[src/rtl/mult_accumulator_pkg.sv]
// Shared types and width helpers for the multiply-accumulate consumer.
package mult_accumulator_pkg;

    localparam int unsigned WIDTH_DEF   = 32;
    localparam int unsigned LATENCY_DEF = 3;
    localparam int unsigned GUARD_DEF   = 8;
    localparam int unsigned CNT_W       = 16;

    typedef enum logic [1:0] {
        ACCEPT,
        DRAIN,
        HOLD
    } state_t;

    typedef struct packed {
        logic valid;
        logic last;
    } tag_t;

    // Accumulator holds a 2*width product plus guard bits of headroom.
    function automatic int unsigned acc_width(input int unsigned width, input int unsigned guard);
        return 2 * width + guard;
    endfunction

endpackage

[src/rtl/tag_delay_line.sv]
// Fixed-depth shift register of beat tags, aligned with the multiplier pipeline.
module tag_delay_line
    import mult_accumulator_pkg::*;
#(
    parameter int unsigned DEPTH = 3
) (
    input  logic                 clk,
    input  logic                 rst,
    input  tag_t                 tag_in,
    output tag_t [DEPTH-1:0]     taps
);

    always_ff @(posedge clk) begin
        if (rst) begin
            taps <= '0;
        end else begin
            taps[0] <= tag_in;
            for (int unsigned i = 1; i < DEPTH; i++) begin
                taps[i] <= taps[i-1];
            end
        end
    end

endmodule

[src/rtl/mult_accumulator.sv]
// Feeds operand pairs to an external non-stalling multiplier and sums each
// frame's products into a guarded accumulator, one result per frame.
module mult_accumulator
    import mult_accumulator_pkg::*;
#(
    parameter int unsigned WIDTH   = WIDTH_DEF,
    parameter int unsigned LATENCY = LATENCY_DEF,
    parameter int unsigned GUARD   = GUARD_DEF,
    localparam int unsigned ACC_W  = acc_width(WIDTH, GUARD)
) (
    input  logic                 clk,
    input  logic                 rst,
    input  logic                 in_valid,
    output logic                 in_ready,
    input  logic [WIDTH-1:0]     in_a,
    input  logic [WIDTH-1:0]     in_b,
    input  logic                 in_last,
    output logic [WIDTH-1:0]     mul_a,
    output logic [WIDTH-1:0]     mul_b,
    input  logic [2*WIDTH-1:0]   mul_y,
    output logic                 out_valid,
    input  logic                 out_ready,
    output logic [ACC_W-1:0]     out_acc,
    output logic [CNT_W-1:0]     out_count,
    output logic                 out_overflow,
    output logic                 busy
);

    localparam int unsigned SUM_W = ACC_W + 1;

    state_t                state;
    state_t                state_next;
    tag_t                  tag_in;
    tag_t [LATENCY-1:0]    taps;
    tag_t                  tail;
    logic                  accept;
    logic                  busy_next;
    logic [ACC_W-1:0]      acc;
    logic [CNT_W-1:0]      cnt;
    logic [CNT_W-1:0]      cnt_inc;
    logic                  ovf;
    logic [SUM_W-1:0]      sum;

    // The multiplier sees the offered operands directly; tags decide what counts.
    assign mul_a   = in_a;
    assign mul_b   = in_b;
    assign accept  = in_valid & in_ready;
    assign tail    = taps[LATENCY-1];
    assign sum     = {1'b0, acc} + SUM_W'(mul_y);
    assign cnt_inc = (cnt == '1) ? cnt : cnt + CNT_W'(1);

    always_comb begin
        tag_in       = '0;
        tag_in.valid = accept;
        tag_in.last  = accept & in_last;
    end

    tag_delay_line #(
        .DEPTH (LATENCY)
    ) u_tags (
        .clk    (clk),
        .rst    (rst),
        .tag_in (tag_in),
        .taps   (taps)
    );

    always_ff @(posedge clk) begin
        if (rst) begin
            state <= ACCEPT;
        end else begin
            state <= state_next;
        end
    end

    always_comb begin
        state_next = state;
        busy_next  = 1'b0;
        unique case (state)
            ACCEPT:  if (accept && in_last)         state_next = DRAIN;
            DRAIN:   if (tail.valid && tail.last)   state_next = HOLD;
            HOLD:    if (out_ready)                 state_next = ACCEPT;
            default:                                state_next = ACCEPT;
        endcase
        // Look one cycle ahead so busy can be a plain register.
        busy_next = (state_next == HOLD) | tag_in.valid;
        for (int unsigned i = 0; i + 1 < LATENCY; i++) begin
            busy_next = busy_next | taps[i].valid;
        end
    end

    always_ff @(posedge clk) begin
        if (rst) begin
            in_ready  <= 1'b0;
            out_valid <= 1'b0;
            busy      <= 1'b0;
        end else begin
            in_ready  <= (state_next == ACCEPT);
            out_valid <= (state_next == HOLD);
            busy      <= busy_next;
        end
    end

    // Products are only meaningful when the tail tag marks an accepted beat.
    always_ff @(posedge clk) begin
        if (rst) begin
            acc          <= '0;
            cnt          <= '0;
            ovf          <= 1'b0;
            out_acc      <= '0;
            out_count    <= '0;
            out_overflow <= 1'b0;
        end else if (tail.valid) begin
            if (tail.last) begin
                out_acc      <= sum[ACC_W-1:0];
                out_count    <= cnt_inc;
                out_overflow <= ovf | sum[ACC_W];
                acc          <= '0;
                cnt          <= '0;
                ovf          <= 1'b0;
            end else begin
                acc <= sum[ACC_W-1:0];
                cnt <= cnt_inc;
                ovf <= ovf | sum[ACC_W];
            end
        end
    end

endmodule

[config.mk]
export PLATFORM = sky130hd
export DESIGN_NAME = mult_accumulator
export DESIGN_NICKNAME = d
export VERILOG_FILES = /design/src/rtl/mult_accumulator_pkg.sv /design/src/rtl/tag_delay_line.sv /design/src/rtl/mult_accumulator.sv
export SDC_FILE = /design/constraint.sdc
export NUM_CORES = 1
export LEC_CHECK = 0
export ABC_AREA = 0
export BUFFER_PORTS_ARGS = -buffer_cell sky130_fd_sc_hd__buf_2
export CAP_MARGIN = 30
export CORE_UTILIZATION = 27
export CTS_CLUSTER_SIZE = 8
export DETAILED_ROUTE_END_ITERATION = 6
export GPL_TIMING_DRIVEN = 0
export PLACE_DENSITY_LB_ADDON = 0.25
export SYNTH_ARGS = -nofsm -noshare
export SYNTH_HDL_FRONTEND = slang
export SYNTH_HIERARCHICAL = 1
export SYNTH_SLANG_ARGS = --single-unit
[constraint.sdc]
create_clock -name clk -period 3.7 [get_ports clk]
set_clock_uncertainty 0.15 [all_clocks]
set_input_delay 0.555 -clock clk [delete_from_list [all_inputs] [get_ports clk]]
set_output_delay 0.555 -clock clk [all_outputs]
set_load 0.02 [all_outputs]
==> impl_metrics.json <==
{
  "run_status": "completed",
  "path_max_fanout": 10,
  "insertion_delay_ns": 0.46,
  "critical_path_class": "flop to flop",
  "synthAdderAreaFrac": 0.0731,
  "regArea_um2": 3780,
  "drt_first_pass_iters": 5,
  "drv_slew": 0,
  "areaGrowthSynthToFinish_pct": 22.1,
  "dieArea_um2": 43000,
  "synth_top_area_frac": 0.332,
  "worst_pin_slew_ns": 1.01,
  "synth_top_family_by_area": "compound AO/OA/AOI/OAI gates",
  "hold_buffers": 0,
  "portBuffers": 224,
  "routed_wl_mm": 39.3,
  "powerDensity_nw_per_um2": 323,
  "grt_use_total": 0.180,
  "routed_via_density": 5.03,
  "synth_compound_area_frac": 0.264,
  "use_met3": 0.0384,
  "place.gp.congestion": 0.896,
  "clk_root_buffer_cell": "clkbuf_16",
  "wl_per_cell_um": 17.6,
  "period_share": 0.961,
  "cp-end-kind": "flop",
  "hold_viol_final": 0,
  "synthTopCellsByArea": "dfxtp_1, ha_1, a21oi_1",
  "max-cap-violations": 0,
  "synth-async-reset-ratio": 0,
  "first_iter_violations": 647,
  "slowest_stage": "a211oi_4",
  "syn_inst": 1438,
  "fillers": 4451,
  "grtUsageMet1": 0.238,
  "crit_chain": "ha_1, clkbuf_1, a21oi_1, o22ai_1, o32a_1, nand2b_1, nand4_1, nor2_2, o32ai_4, a211oi_4, buf_6, o21ai_0, a31oi_1",
  "start_kind": "flop",
  "grt_pass1_wl_mm": 60.3,
  "grt_max_degree": 18,
  "use_met2": 0.296,
  "cts_htree_levels": 4,
  "setup_viol": 0,
  "synth-seq-cells": 189,
  "total_leakage_power_nw": 5.87,
  "rsz0062_at_grt": "yes",
  "syn_nets": 1637,
  "cts_tree": "done",
  "synth.area.mux_share": 0,
  "row_count": 74,
  "start_util": 0.277,
  "drc": 0,
  "postRouteAntennaNets": 0,
  "finalPower_mw": 4.50,
  "synth_xor_area_frac": 0.0592,
  "antenna_cells": 0,
  "yosys.area_share.simple": 0.192,
  "ys_types": 75,
  "die_x_um": 207,
  "worstHoldPathType": "input pin to flop",
  "yosys.area.top_type": "dfxtp_1",
  "nNetsFinal": 1886,
  "grt_pass1_vias": 10600,
  "ys_warn_count": 6,
  "period_minus_slack_ns": 3.55,
  "syn_avg_cell_area_um2": 7.93,
  "dpl.hpwl_mm": 30.9,
  "clk_pin_slew_ns": 0.08,
  "grt_overflow": 0,
  "critPathArrivalTime_ns": 3.78,
  "cpPeakStageDelay_ns": 0.43,
  "vias": 11200,
  "synth_flop_cell": "dfxtp_1",
  "slew-limit-headroom": 0.320,
  "num_io_pins": 289,
  "ir_worst_vdd_v": 0.000255,
  "synth_area_um2": 11400,
  "dieHeight_um": 207,
  "multi_input_area_um2": 6820,
  "tns_ns": 0,
  "cts.sinks": 189,
  "cts_buffer_depth": 2,
  "drive_gt1_frac": 0.219,
  "ys_seq_area_frac": 0.332,
  "fmaxAchievable_mhz": 281,
  "core-area_um2": 41200,
  "critPathTopFamily": "compound AO/OA/AOI/OAI gates",
  "synthTopCellsByCount": "nand2_1, dfxtp_1, a21oi_1, nor2_1, o21ai_0",
  "critPathBufInv": 2,
  "antenna_found_initial": 1,
  "top_usage_layer": "met2",
  "synth_edf_count": 0,
  "yosysMostFrequentCell": "nand2_1",
  "cts_buffers": 17,
  "worst_ep_required_time_ns": 3.93
}
registers in the layout, indices dropped and copies added, names as in the netlist:
signal	count
out_overflow	1
out_count	16
out_acc	72
ovf	1
in_ready	1
busy	1
out_valid	1
cnt	16
acc	72
state	2
u_tags/taps	6
tightest hold or removal path: cells and delay by family:
family                 cells  cell delay (ns)
AO/OA/AOI/OAI              2             0.18
buffers and inverters      1             0.09
path summary, 6_finish.rpt:
path | from | end | slack (ns) | cells past startpoint
hold / removal | out_ready | in_ready | 0.25 | 3
hold reg to reg | out_acc[46] | out_acc[46] | 0.30 | 2
setup / recovery | acc[14] | out_acc[65] | 0.15 | 13
setup reg to reg | acc[14] | out_acc[65] | 0.15 | 13
logic make-up (layout without fill, tap and decap cells):
group,after synthesis,after routing
AND/OR/NAND/NOR,480,480
AO/OA/AOI/OAI,459,459
flip-flops,189,189
buffers and inverters,167,429
XOR/XNOR,77,77
adder cells (fa/ha/maj),66,66
what timing repair did:
action / 4_1_cts / 5_1_grt
pin swaps: 2 / 6
endpoints found under the setup margin: 22 / 23
gates resized for setup: 9 / 10
setup buffers: 2 / 2
cell usage in the layout (no fill, tap or decap), types with 13 or more instances in the layout:
cell	n
nor3_1	19
xor2_1	27
a22oi_1	31
nand4_1	21
nand3_1	32
dfxtp_1	189
clkbuf_1	66
nand2_1	199
buf_2	231
o21ai_0	70
inv_1	22
clkbuf_16	17
ha_1	65
a211oi_1	24
buf_4	70
nor2_1	124
a21oi_1	151
o21a_1	13
a21o_1	36
a31oi_1	15
a22o_1	30
or3_1	19
xnor2_1	50
metal layers:
layer / up-vias / wire length (µm)
met2: 280 / 18300
met4: 2 / 593
li1: 5585 / -
met5: - / 11
met3: 31 / 2200
met1: 5337 / 18300
where the power goes:
part	leakage (nW)	internal, mW	switching (mW)	total [mW]
clock network	0.272	0.964	0.924	1.89
registers	1.52	2.05	0.00736	2.05
logic	4.07	0.214	0.349	0.563
total	5.87	3.22	1.28	4.50
cell type report:
class	count	area share
clock buffer	19	0.0318
inverter	24	0.00647
buffer	143	0.0589
multi-input combinational	1082	0.490
timing repair buffer	230	0.0843
clock inverter	13	0.00935
tap	532	0.0478
sequential	189	0.272
metrics by stage:
stage / hold slack [ns] / instances / setup slack [ns] / util / instance area [µm²]
2_1_floorplan: 0.264 / 1438 / 0.231 / - / 11400
3_3_place_gp: 0.283 / 2194 / -0.707 / 0.320 / 13200
3_5_place_dp: 0.289 / 2196 / -0.742 / 0.321 / 13200
4_1_cts: 0.244 / 2230 / 0.0229 / 0.336 / 13800
5_1_grt: 0.252 / 2232 / -0.0334 / 0.338 / 13900
6_report: 0.254 / 2232 / 0.145 / 0.338 / 13900
No activity file was read; power rests on OpenSTA's default activity.
